`src/rtl/c1541_pkg.sv`:
```
// Shared types and helpers for the c1541 SD block arbiter.
// Holds the arbiter state enum, the SD block size and the round-robin
// selection function used by c1541_rr_pick.
package c1541_pkg;

  typedef enum logic [1:0] {
    IDLE    = 2'd0,
    REQ     = 2'd1,
    XFER    = 2'd2,
    RELEASE = 2'd3
  } arb_state_t;

  localparam int SD_BLOCK_BYTES = 512;

  // Widest supported drive count; narrower request vectors are zero-padded.
  localparam int RR_MAX = 4;

  typedef struct packed {
    logic       valid;
    logic [1:0] idx;
  } rr_result_t;

  // Scan last+1, last+2, ... (mod RR_MAX) and return the first requester.
  // Padding bits above NDRIVES are zero, so wrapping mod RR_MAX visits the
  // real units in the same order as wrapping mod NDRIVES would.
  function automatic rr_result_t rr_next(input logic [1:0]        last,
                                         input logic [RR_MAX-1:0] req);
    rr_result_t res;
    logic [1:0] cand;
    res = '0;
    for (int k = 1; k <= RR_MAX; k++) begin
      cand = last + 2'(k);
      if (!res.valid && req[cand]) begin
        res.valid = 1'b1;
        res.idx   = cand;
      end
    end
    return res;
  endfunction

endpackage

```
`src/rtl/c1541_rr_pick.sv`:
```
// Combinational round-robin priority picker for up to four track units.
// The unit after i_last has the highest priority; i_last itself the lowest.
module c1541_rr_pick
  import c1541_pkg::*;
#(
  parameter int NDRIVES = 2
) (
  input  logic [1:0]         i_last,
  input  logic [NDRIVES-1:0] i_req,
  output logic               o_valid,
  output logic [1:0]         o_idx
);

  logic [RR_MAX-1:0] w_req_pad;
  rr_result_t        w_res;

  // Pad the request vector to the fixed picker width and select.
  always_comb begin
    w_req_pad                = '0;
    w_req_pad[NDRIVES-1:0]   = i_req;
    w_res                    = rr_next(i_last, w_req_pad);
  end

  assign o_valid = w_res.valid;
  assign o_idx   = w_res.idx;

endmodule

```
`src/rtl/c1541_sd_arbiter.sv`:
```
// Round-robin arbiter sharing one host SD block port between NDRIVES
// c1541 track units. One 512-byte block transfer is granted at a time;
// buffer write strobes and write data are routed to/from the granted unit.
//
// Handshake: each unit holds drv_rd/drv_wr as a level; it is sampled only
// in IDLE. The host answers sd_rd/sd_wr with sd_ack high for the whole
// block; the arbiter drops sd_rd/sd_wr on the first sd_ack cycle, mirrors
// sd_ack onto drv_ack[grant] one cycle late, and inserts one RELEASE cycle
// with all acks low after sd_ack falls.
//
// Optional feature macro: C1541_ARB_TIMEOUT_EN enables a REQ-state
// watchdog (TIMEOUT_CYCLES) that abandons a request the host never acks
// and sets the sticky timeout_err flag.
module c1541_sd_arbiter
  import c1541_pkg::*;
#(
  parameter int          NDRIVES        = 2,
  parameter logic [15:0] TIMEOUT_CYCLES = 16'd50000
) (
  input  logic                   clk,
  input  logic                   reset,
  input  logic [32*NDRIVES-1:0]  drv_lba,
  input  logic [NDRIVES-1:0]     drv_rd,
  input  logic [NDRIVES-1:0]     drv_wr,
  output logic [NDRIVES-1:0]     drv_ack,
  input  logic [8*NDRIVES-1:0]   drv_buff_din,
  output logic [NDRIVES-1:0]     drv_buff_wr,
  output logic [31:0]            sd_lba,
  output logic                   sd_rd,
  output logic                   sd_wr,
  input  logic                   sd_ack,
  input  logic                   sd_buff_wr,
  output logic [7:0]             sd_buff_din,
  output logic                   timeout_err,
  output arb_state_t             dbg_state,
  output logic [1:0]             dbg_grant
);

  // Reject unsupported drive counts and a zero watchdog limit at elaboration.
  if (NDRIVES < 1 || NDRIVES > RR_MAX || TIMEOUT_CYCLES == 16'd0) begin : g_param_check
    $error("c1541_sd_arbiter: NDRIVES must be 1..4 and TIMEOUT_CYCLES nonzero");
  end

  localparam logic [1:0] LAST_INIT = 2'(NDRIVES - 1);

  arb_state_t         r_state;
  logic               r_sd_rd;
  logic               r_sd_wr;
  logic [31:0]        r_sd_lba;
  logic [NDRIVES-1:0] r_ack;
  logic [1:0]         r_grant;
  logic [1:0]         r_last;

  logic [NDRIVES-1:0]     w_req;
  logic [RR_MAX-1:0]      w_wr4;
  logic [RR_MAX-1:0][31:0] w_lba4;
  logic [RR_MAX-1:0][7:0] w_din4;
  logic [NDRIVES-1:0]     w_grant_oh;
  logic                   w_pick_valid;
  logic [1:0]             w_pick_idx;

  // Unpack per-unit buses into fixed-width arrays indexable by a 2-bit grant.
  always_comb begin
    w_req      = drv_rd | drv_wr;
    w_wr4      = '0;
    w_lba4     = '0;
    w_din4     = '0;
    w_grant_oh = '0;
    for (int i = 0; i < NDRIVES; i++) begin
      w_wr4[i]      = drv_wr[i];
      w_lba4[i]     = drv_lba[32*i +: 32];
      w_din4[i]     = drv_buff_din[8*i +: 8];
      w_grant_oh[i] = (r_grant == 2'(i));
    end
  end

  c1541_rr_pick #(
    .NDRIVES (NDRIVES)
  ) u_pick (
    .i_last  (r_last),
    .i_req   (w_req),
    .o_valid (w_pick_valid),
    .o_idx   (w_pick_idx)
  );

`ifdef C1541_ARB_TIMEOUT_EN
  logic [15:0] r_tmo_cnt;
  logic        r_timeout_err;
`endif

  // Arbitration FSM: grant, host request, transfer tracking, release gap.
  always_ff @(posedge clk) begin
    if (reset) begin
      r_state  <= IDLE;
      r_sd_rd  <= 1'b0;
      r_sd_wr  <= 1'b0;
      r_sd_lba <= '0;
      r_ack    <= '0;
      r_grant  <= '0;
      r_last   <= LAST_INIT;
`ifdef C1541_ARB_TIMEOUT_EN
      r_tmo_cnt     <= '0;
      r_timeout_err <= 1'b0;
`endif
    end else begin
      case (r_state)
        IDLE: begin
          r_ack <= '0;
          if (w_pick_valid) begin
            r_grant  <= w_pick_idx;
            r_sd_lba <= w_lba4[w_pick_idx];
            // Write wins when a unit raises rd and wr together.
            r_sd_wr  <= w_wr4[w_pick_idx];
            r_sd_rd  <= ~w_wr4[w_pick_idx];
            r_state  <= REQ;
`ifdef C1541_ARB_TIMEOUT_EN
            r_tmo_cnt <= '0;
`endif
          end
        end
        REQ: begin
          if (sd_ack) begin
            r_sd_rd <= 1'b0;
            r_sd_wr <= 1'b0;
            r_ack   <= w_grant_oh;
            r_state <= XFER;
          end
`ifdef C1541_ARB_TIMEOUT_EN
          else if (r_tmo_cnt == TIMEOUT_CYCLES - 16'd1) begin
            // Abandon the request: one ack pulse via XFER (sd_ack is low,
            // so XFER exits to RELEASE on the next cycle).
            r_sd_rd       <= 1'b0;
            r_sd_wr       <= 1'b0;
            r_ack         <= w_grant_oh;
            r_timeout_err <= 1'b1;
            r_state       <= XFER;
          end else begin
            r_tmo_cnt <= r_tmo_cnt + 16'd1;
          end
`endif
        end
        XFER: begin
          if (!sd_ack) begin
            r_ack   <= '0;
            r_last  <= r_grant;
            r_state <= RELEASE;
          end
        end
        RELEASE: begin
          r_ack   <= '0;
          r_state <= IDLE;
        end
        default: r_state <= IDLE;
      endcase
    end
  end

  // Gate the host buffer strobe to the granted unit during the transfer.
  always_comb begin
    drv_buff_wr = '0;
    for (int i = 0; i < NDRIVES; i++) begin
      drv_buff_wr[i] = sd_buff_wr & (r_state == XFER) & w_grant_oh[i];
    end
  end

  assign sd_buff_din = w_din4[r_grant];
  assign drv_ack     = r_ack;
  assign sd_lba      = r_sd_lba;
  assign sd_rd       = r_sd_rd;
  assign sd_wr       = r_sd_wr;
  assign dbg_state   = r_state;
  assign dbg_grant   = r_grant;

`ifdef C1541_ARB_TIMEOUT_EN
  assign timeout_err = r_timeout_err;
`else
  assign timeout_err = 1'b0;
`endif

endmodule

```
`config.mk`:
```
export PLATFORM = sky130hd
export DESIGN_NAME = c1541_sd_arbiter
export DESIGN_NICKNAME = d
export VERILOG_FILES = /design/src/rtl/c1541_pkg.sv /design/src/rtl/c1541_rr_pick.sv /design/src/rtl/c1541_sd_arbiter.sv
export SDC_FILE = /design/constraint.sdc
export NUM_CORES = 1
export LEC_CHECK = 0
export BUFFER_PORTS_ARGS = -buffer_cell sky130_fd_sc_hd__buf_4
export CAP_MARGIN = 30
export CORE_MARGIN = 4
export CORE_UTILIZATION = 45
export DETAILED_ROUTE_END_ITERATION = 7
export GPL_TIMING_DRIVEN = 1
export PLACE_DENSITY = 0.83
export SKIP_CTS_REPAIR_TIMING = 1
export SLEW_MARGIN = 5
export SYNTH_ARGS = -nofsm -noshare
export SYNTH_HDL_FRONTEND = slang
export SYNTH_SLANG_ARGS = --single-unit
```
`constraint.sdc`:
```
create_clock -name clk -period 4 [get_ports clk]
set_input_delay 0.2 -clock clk [delete_from_list [all_inputs] [get_ports clk]]
set_output_delay 0.2 -clock clk [all_outputs]
set_load 0.05 [all_outputs]
```
==> results_dict.tcl, run 1 <==
set metrics [dict create \
    run_status "finished clean" \
    dr_total_vias 2503 \
    route.detailed.drc 0 \
    ys.flop_type "dfxtp_1" \
    synth_adder_area_share_pct 2.693 \
    grt_max_degree 49 \
    grt_pass1_vias 2460 \
    path_max_fanout 48 \
    period_share_pct 59.13 \
    fillers 389 \
    max_stage_delay_ns 0.80 \
    leakage_nw 1.477 \
    ys_ff_latch 42 \
    period_needed_ns 2.365 \
    syn_area_sq_um 2323 \
    place_congestion 0.8595 \
    cts_buffers 5 \
    ys_types 36 \
    crit_type "reg -> reg" \
    ant_nets 0 \
    finalMaxSlewViolations 0 \
    relSlewSlack_pct 38.82 \
    start_util_pct 47.92 \
    avgRoutedWirePerCell_um 16.19 \
    drive_above_1_share_pct 44.82 \
    synth_top_family_by_area "compound AO/OA/AOI/OAI gates" \
    grt.overflow.total 0 \
    path_cells "inv_1, ha_1, o41a_2, buf_4, nor2_1, a311oi_2" \
    cts-root-buf "clkbuf_8" \
    max-cap-violations 0 \
    hp-start "drv_lba[17]" \
    cts_buffer_depth 2 \
    synth_edf_count 0 \
    synthesis.nets 360 \
    die-area_sq_um 6377 \
    rsz0062_at_grt "false" \
    synth_mux_area_share_pct 5.654 \
    seqCellArea_sq_um 840.8 \
    viasPerCell 5.525 \
    dp_hpwl_mm 5.381 \
    fp.dieH_um 79.86 \
    hold_viol 0 \
    crit_path_top_delay_cell "o41a_2" \
    start_kind "flip-flop" \
    critPathCaptureType "flip-flop" \
    core_region_area_sq_um 4848 \
    antenna_found_initial 0 \
    antenna_cells 0 \
    clock_latency_ns 0.29 \
    syn_to_final_growth_pct 47.44 \
    rr_worst_depth 6 \
    multi_input_area_sq_um 1326 \
    synth_compound_area_share_pct 28.86 \
    arrival_ns 2.57 \
    portBuffers 137 \
    track_usage_pct 22.09 \
    path_delay_family "compound AO/OA/AOI/OAI gates" \
    p_total_w 0.002596 \
    drt_wl_total_mm 7.336 \
    drtPass1Iterations 4 \
    worstHoldPathCells 3 \
    synthXorXnorAreaFrac_pct 0 \
    yosysWarnings 0 \
    hold_class "in -> reg" \
    tns_ns 0 \
    ys_seq_area_share_pct 36.19 \
    cts_sinks 42 \
    path_buf_inv 2 \
    rows 25 \
    min_to "sd_lba[17]" \
    drtIter0Drc 179 \
    cp.required_ns 4.20 \
    p_per_area_nw_per_um2 757.8 \
    synthSimpleGateAreaFrac_pct 19.28 \
    max_freq_ghz 0.4228 \
    ios 139 \
    async_flop_share_pct 0 \
    setup_viol 0 \
    cts_tree "yes" \
    clkTransAtPathRegs_ns 0.08 \
    reg2reg_to "sd_lba[3]" \
    die_w_um 79.86 \
    syn_inst 267 \
    regToRegSetupSlack_ns 1.63 \
    tightestPinTransition_ns 0.9177 \
    postSynthAreaPerCell_sq_um 8.702 \
    grt_pass1_wl_mm 11.38 \
    fin_skew_ns 0.004501 \
    reg2reg_from "dbg_state[1]" \
    htree_levels 2 \
    nets 480 \
    vdd_drop_max_uv 494.9 \
]
-- cell families after synthesis --
logic type / count (synthesis)
and+or+nand+nor: 96
AOI/OAI and AO/OA: 77
DFF: 42
buffers and inverters: 33
muxes: 13
adders and majority gates: 5
other: 1
-- synth_stat cells (3+ instances only) --
cell type	instances	area, sq um
a21oi_1	3	15.01
a311oi_1	14	122.6
a311oi_2	18	270.3
buf_2	7	35.03
buf_6	4	45.04
clkbuf_1	14	52.55
dfxtp_1	42	840.8
ha_1	5	62.56
inv_1	5	18.77
mux2i_1	12	120.1
nand2_1	5	18.77
nand2b_1	4	25.02
nand3_1	32	160.2
nor2_1	45	168.9
o21ai_0	32	160.2
-- registers in the layout, indices dropped and copies added, names as in the netlist --
signal	flops
drv_ack	2
sd_rd	1
sd_wr	1
dbg_grant	2
dbg_state	2
sd_lba	32
r_last	2
-- per-stage QoR --
step,area [sq um],util [%],hold slack [ns],std cells,setup WS [ns]
after floorplan,2323,-,0.3722,267,1.723
after global routing,3426,70.66,0.2005,453,1.426
final,3426,70.66,0.1982,453,1.635
after global placement,3313,68.34,0.4493,445,1.779
after detailed placement,3343,68.95,0.4548,447,1.662
after CTS,3426,70.66,0.1929,453,1.649
-- power by group --
group	switching (W)	internal [W]
logic	0.00111	0.000517
registers	0.000110	0.000590
clock network	0.000137	0.000133
total	0.00136	0.00124
-- routing by layer --
| metal | vias to the layer above | routed length (um) | share of wire (%) | global-route usage [%] |
|---|---|---|---|---|
| met4 | 0 | 217 | 3.0 | 8.446 |
| met2 | 102 | 3701 | 50 | 38.23 |
| li1 | 1225 | - | - | - |
| met5 | - | 0 | 0 | 0 |
| met3 | 15 | 589 | 8.0 | 4.966 |
| met1 | 1161 | 2826 | 39 | 26.47 |
-- worst max-delay path by stage --
stage / from / to / slack, ns / depth (start not counted)
floorplan: dbg_state[1] / drv_buff_wr[0] / 1.72 / 3
global placement: dbg_state[1] / sd_lba[26] / 1.78 / 6
detailed placement: dbg_state[1] / sd_lba[5] / 1.66 / 6
CTS: dbg_state[1] / sd_lba[5] / 1.65 / 6
global route: dbg_state[1] / sd_lba[3] / 1.43 / 6
finish: dbg_state[1] / sd_lba[3] / 1.63 / 6
-- layout by cell type, fill, tap and decap left out, types with 2 or more instances in the layout --
cell type    n
clkbuf_8     6
ha_1         5
a311oi_2    18
nand3_1     32
inv_1        5
nor2b_1      2
mux2i_1     12
a21oi_1      3
buf_4      139
nand4b_1     2
buf_8        2
nor2_1      44
dfxtp_1     42
o21ai_0     32
nand2_1      5
nand2b_1     4
nor3_1       2
a311oi_1    14
-- area by class of cell --
| cell class | count | share of cell area, % |
|---|---|---|
| multi-input cells | 192 | 38.71 |
| repair buffers | 141 | 31.34 |
| flip-flops and latches | 42 | 24.54 |
| well taps | 67 | 2.447 |
| clock buffers | 6 | 2.411 |
| inverters | 5 | 0.5478 |
-- worst register-to-register path, delay by kind of cell, from the launching register on --
family / cells / cell delay, ns
fa+ha+maj: 1 / 0.26
simple gates: 1 / 0.09
buf+inv: 2 / 0.57
flops: 1 / 0.34
compound gates: 2 / 1.04
No activity file was read; power rests on OpenSTA's default activity.
==> run 2: changes to the inputs <==
--- a/config.mk
+++ b/config.mk
@@ -5,13 +5,14 @@
 export SDC_FILE = /design/constraint.sdc
 export NUM_CORES = 1
 export LEC_CHECK = 0
+export ABC_AREA = 1
 export BUFFER_PORTS_ARGS = -buffer_cell sky130_fd_sc_hd__buf_4
 export CAP_MARGIN = 30
 export CORE_MARGIN = 4
-export CORE_UTILIZATION = 45
+export CORE_UTILIZATION = 44
 export DETAILED_ROUTE_END_ITERATION = 7
 export GPL_TIMING_DRIVEN = 1
-export PLACE_DENSITY = 0.83
+export PLACE_DENSITY = 0.81
 export SKIP_CTS_REPAIR_TIMING = 1
 export SLEW_MARGIN = 5
 export SYNTH_ARGS = -nofsm -noshare
==> constraint.sdc (replaced) <==
create_clock -name clk -period 2.2 [get_ports clk]
set_input_delay 0.11 -clock clk [delete_from_list [all_inputs] [get_ports clk]]
set_output_delay 0.11 -clock clk [all_outputs]
set_load 0.05 [all_outputs]
==> run 2 against run 1 <==
Hold slack worse by 0.11 ns. Clock power is 94% higher. Clock skew is 0.0082 ns higher. Clock-buffer cell count is 1 higher. Worst setup slack worse by 1.2 ns. Combinational power is 94% higher. Register-to-register slack worse by 1.1 ns. Non-clock buffer count is 1 lower. Final cell count is 25% higher. Critical path depth is 3 lower. Synthesized cell count is 36% higher. Critical endpoint is now sd_buff_din[1].
==> results_dict.tcl, run 2 <==
set metrics [dict create \
    run_status "finished clean" \
    path_max_fanout 9 \
    drt_wl_total_mm 6.755 \
    yosysTopAreaCell "dfxtp_1" \
    htree_levels 2 \
    intPower_w 0.002301 \
    portBuffers 137 \
    ys_ff_latch 42 \
    start_kind "flip-flop" \
    path_delay_family "simple AND/OR/NAND/NOR gates" \
    path_cells "nor2_1, a22o_1, buf_4" \
    tns_ns 0 \
    synthesis.nets 457 \
    p_switching_w 0.002632 \
    tightestPinTransition_ns 0.5736 \
    critPathCaptureType "output port" \
    cts_buffers 5 \
    comb_power_share_pct 64.2 \
    hold_viol 0 \
    crit_type "reg -> out" \
    regToRegSetupSlack_ns 0.54 \
    cts-root-buf "clkbuf_8" \
    arrival_ns 1.64 \
    viasPerCell 4.587 \
    rsz0062_at_grt "false" \
    place_inst 556 \
    ys.flop_type "dfxtp_1" \
    postSynthAreaPerCell_sq_um 6.486 \
    synthMostInstantiatedCell "nand2_1" \
    reg2reg_to "sd_lba[3]" \
    relSlewSlack_pct 61.62 \
    place_area_sq_um 3342 \
    hp-start "drv_lba[49]" \
    yosys-top-cells-area "dfxtp_1 (36%), nand2_1 (18%), nor2_1 (7.9%)" \
    hold_class "in -> reg" \
    syn_area_sq_um 2361 \
    track_usage_pct 20.20 \
    dp_hpwl_mm 5.080 \
    period_needed_ns 1.746 \
    synth_top_area_share_pct 35.61 \
    drtIter0Drc 139 \
    max_freq_ghz 0.5728 \
    core_region_area_sq_um 5140 \
    start_util_pct 45.93 \
    syn_to_final_growth_pct 45.42 \
    avgRoutedWirePerCell_um 11.98 \
    final_common_cell "buf_4" \
    cp.depth 3 \
    finalMaxSlewViolations 0 \
    rr_worst_depth 8 \
    die-area_sq_um 6602 \
    fin_skew_ns 0.01267 \
    clkTransAtPathRegs_ns 0.09 \
    p_clk_share_pct 10.6 \
    grt_max_degree 40 \
    leakage_nw 1.961 \
    fp.dieH_um 81.25 \
    max_stage_delay_ns 0.47 \
    p_per_area_nw_per_um2 1437 \
    ys_types 24 \
    max-cap-violations 0 \
    async_flop_share_pct 0 \
    crit_path_top_delay_cell "nor2_1" \
    cts_buffer_depth 2 \
    cts_tree "yes" \
    clock_latency_ns 0.30 \
    setup_viol 0 \
    drtPass1Iterations 4 \
    cts_sinks 42 \
    largest_register_ff_count 32 \
    grt.overflow.total 0 \
    period_share_pct 79.35 \
    ys_seq_area_share_pct 35.61 \
    die_w_um 81.25 \
    reg2reg_from "dbg_state[0]" \
    mostFrequentLayoutCells "buf_4 (140), nand2_1 (115), nor2_1 (50)" \
    dr_total_vias 2587 \
    drive_above_1_share_pct 35.22 \
    yosys-top-cells-count "nand2_1 (115), nor2_1 (50), inv_1 (46), dfxtp_1 (42), nand3_1 (36)" \
    place_congestion 0.7746 \
    ios 139 \
    grt_pass1_wl_mm 10.45 \
    route.detailed.drc 0 \
    rows 26 \
    fin_cells 564 \
    nets 586 \
    vdd_drop_max_uv 811.1 \
    design_area_sq_um 3433 \
    synth_edf_count 0 \
    p_sw_share_pct 53.35 \
    yosysWarnings 0 \
    antenna_cells 0 \
    min_to "sd_lba[17]" \
    syn_inst 364 \
    cp.required_ns 2.09 \
    antenna_found_initial 0 \
    p_seq_share_pct 25.2 \
    worstHoldPathCells 5 \
    ant_nets 0 \
    crit_start "dbg_grant[0]" \
    path_buf_inv 1 \
    grt_pass1_vias 2321 \
]
==> run 2: area by class of cell <==
cell class | instances | area, sq um
Tap cell | 70 | 87.58
Clock inverter | 1 | 5.005
Sequential cell | 42 | 840.8
Clock buffer | 7 | 86.33
Inverter | 49 | 183.9
Multi-Input combinational cell | 255 | 1179
Fill cell | 476 | 1707
Timing Repair Buffer | 140 | 1051
==> run 2: routing by layer <==
metal | up-vias | wire length (um) | track usage [%]
met2 | 74 | 3507 | 36.45
li1 | 1354 | - | -
met1 | 1152 | 2679 | 23.59
met4 | 0 | 61 | 5.068
met3 | 7 | 506 | 5.322
met5 | - | 0 | 0
==> run 2: worst max-delay path by stage <==
stage	end	slack, ns
detailed placement	sd_lba[25]	0.58
global placement	sd_lba[3]	0.65
global route	sd_buff_din[1]	0.34
CTS	sd_buff_din[1]	0.49
floorplan	drv_buff_wr[1]	0.008
finish	sd_buff_din[1]	0.45
==> run 2: cells by family after synthesis <==
family | synth area share (%)
fa+ha+maj | 2.650
other cells | 0.1588
compound gates | 5.724
simple gates | 41.12
flops | 35.61
buf+inv | 14.73
==> run 2: worst register-to-register path: cells and delay by family (launching register included) <==
| kind | cells | cell delay (ns) |
|---|---|---|
| buf+inv | 4 | 0.63 |
| flops | 1 | 0.36 |
| fa+ha+maj | 1 | 0.24 |
| simple gates | 3 | 0.34 |
==> run 2: power groups by stage <==
stage / Combinational, W / Sequential (W) / Clock, W
after floorplan: 0.00155 / 0.00220 / 0
after global placement: 0.00312 / 0.00124 / 0
after detailed placement: 0.00317 / 0.00126 / 0
after CTS: 0.00318 / 0.00124 / 0.000538
after global routing: 0.00343 / 0.00128 / 0.000574
final: 0.00317 / 0.00124 / 0.000524
==> run 2: stage by stage <==
stage                     hold WS (ns)  worst slack [ns]  power, W  util (%)
after floorplan                 0.3009          0.008143  0.003746         -
after global placement          0.3842            0.6523  0.004364     65.02
after detailed placement        0.3939            0.5779  0.004425     65.02
after CTS                      0.07891            0.4901  0.004962     66.80
after global routing           0.07962            0.3375  0.005286     66.80
final                          0.08600            0.4543  0.004933     66.80
==> run 3: changes to the inputs <==
--- a/config.mk
+++ b/config.mk
@@ -5,7 +5,7 @@
 export SDC_FILE = /design/constraint.sdc
 export NUM_CORES = 1
 export LEC_CHECK = 0
-export ABC_AREA = 1
+export ABC_AREA = 0
 export BUFFER_PORTS_ARGS = -buffer_cell sky130_fd_sc_hd__buf_4
 export CAP_MARGIN = 30
 export CORE_MARGIN = 4
==> constraint.sdc (replaced) <==
create_clock -name clk -period 1.7 [get_ports clk]
set_input_delay 0.085 -clock clk [delete_from_list [all_inputs] [get_ports clk]]
set_output_delay 0.085 -clock clk [all_outputs]
set_load 0.05 [all_outputs]
==> run 3 against run 2 <==
Critical path depth rose by 2. Clock power grew 15%. Via count shrank 2.1%. Sequential power increased by 31%. Non-clock buffer count grew 9. Final cell count shrank 18%. Clock skew shrank 0.0053 ns. Critical path type is now reg -> reg. Critical endpoint is now dbg_state[0].
==> results_dict.tcl, run 3 (synthesized netlist as in run 1, its figures left out) <==
set metrics [dict create \
    run_status "finished clean" \
    crit_type "reg -> reg" \
    final_common_cell "buf_4" \
    drtPass1Iterations 4 \
    p_per_area_nw_per_um2 1750 \
    max-cap-violations 0 \
    max_stage_delay_ns 0.39 \
    rsz0062_at_grt "false" \
    layout_setup_ws_ns 0.1155 \
    drtIter0Drc 117 \
    antenna_cells 0 \
    route.detailed.drc 0 \
    period_needed_ns 1.584 \
    period_share_pct 93.20 \
    ios 139 \
    die_w_um 80.67 \
    leakage_nw 1.525 \
    whs_ns 0.08388 \
    start_util_pct 45.49 \
    drt_wl_total_mm 7.104 \
    pre_cts_slack_ns 0.07951 \
    hold_class "in -> reg" \
    cp.required_ns 1.89 \
    fin_skew_ns 0.007337 \
    clock_latency_ns 0.28 \
    avgRoutedWirePerCell_um 15.28 \
    grt.overflow.total 0 \
    tns_ns 0 \
    start_kind "flip-flop" \
    fillers 425 \
    clkTransAtPathRegs_ns 0.08 \
    tightestPinTransition_ns 0.6218 \
    fp.dieH_um 80.67 \
    grt_max_degree 35 \
    cts_buffer_depth 2 \
    grt_pass1_vias 2373 \
    dp_hpwl_mm 5.269 \
    nets 488 \
    antenna_found_initial 0 \
    relSlewSlack_pct 58.49 \
    viasPerCell 5.447 \
    largest_register_ff_count 32 \
    place_congestion 0.7560 \
    critPathCaptureType "flip-flop" \
    portBuffers 137 \
    path_max_fanout 5 \
    grt_pass1_wl_mm 11.07 \
    finalMaxSlewViolations 0 \
    syn_to_final_growth_pct 52.50 \
    cts-root-buf "clkbuf_8" \
    rows 26 \
    cts_sinks 42 \
    core_region_area_sq_um 5107 \
    hold_viol 0 \
    htree_levels 2 \
    cts_buffers 5 \
    cts_tree "yes" \
    track_usage_pct 21.57 \
    dr_total_vias 2533 \
    ant_nets 0 \
    max_freq_ghz 0.6311 \
    path_cells "inv_1, ha_2, mux2_2, a2111o_1, o211a_1" \
    die-area_sq_um 6507 \
    crit_path_top_delay_cell "a2111o_1" \
    setup_viol 0 \
    vdd_drop_max_uv 958.1 \
    arrival_ns 1.77 \
    mostFrequentLayoutCells "buf_4 (146), dfxtp_1 (40), nor2_1 (37)" \
    drive_above_1_share_pct 48.61 \
]
## run 3: changes by cell type in the layout (fill, tap and decap cells not counted), moves of 4 or more
| cell | delta |
|---|---|
| a311oi_2 | +18 |
| nor2_2 | -14 |
| nand3_1 | -4 |
| nand2_1 | -110 |
| buf_4 | +6 |
| inv_1 | -41 |
| a22o_1 | -8 |
| nor2_1 | -13 |
| mux2i_1 | +12 |
| o21ai_0 | +30 |
| a311oi_1 | +14 |
| nand2b_1 | +4 |
## run 3: final timing paths
path | startpoint | endpoint | slack (ns) | depth (start not counted)
worst max register to register | dbg_state[0] | dbg_state[0] | 0.12 | 5
worst min register to register | drv_ack[0] | drv_ack[0] | 0.46 | 2
worst min-delay path | drv_lba[63] | sd_lba[31] | 0.08 | 3
worst max-delay path | dbg_state[0] | dbg_state[0] | 0.12 | 5
## run 3: layout make-up
class	count	area [sq um]	share of cell area, %
Tap cell	70	87.58	2.472
Clock buffer	7	76.32	2.154
Timing Repair Buffer	149	1156	32.63
Multi-Input combinational cell	192	1356	38.28
Inverter	5	18.77	0.5297
Sequential cell	42	848.3	23.94
## run 3: stage by stage
step           std cells  cell area (sq um)  util, %  power, W
2_1_floorplan        267               2360        -  0.004472
3_3_place_gp         458               3465    67.83  0.005564
3_5_place_dp         458               3465    67.83  0.005634
4_1_cts              465               3541    69.33  0.006242
5_1_grt              465               3543    69.38  0.006548
6_report             465               3543    69.38  0.006201
## run 3: worst max-delay path, delay by kind of cell (launching register included)
family,cells,cell delay (ns)
buffers and inverters,1,0.07
muxes,1,0.31
DFF,1,0.37
AOI/OAI and AO/OA,2,0.51
adders and majority gates,1,0.22
## run 3: routing by layer
layer	track usage (%)	vias to the layer above	share of wire, %
met5	0	-	0
met4	11.49	0	4.1
met3	4.484	20	7.4
met2	35.60	99	51
met1	26.11	1170	38
li1	-	1244	-
## run 3: where the power goes
group          internal [W]  switching, W
registers           0.00140      0.000219
logic               0.00134       0.00264
clock network      0.000283      0.000318
total               0.00302       0.00318
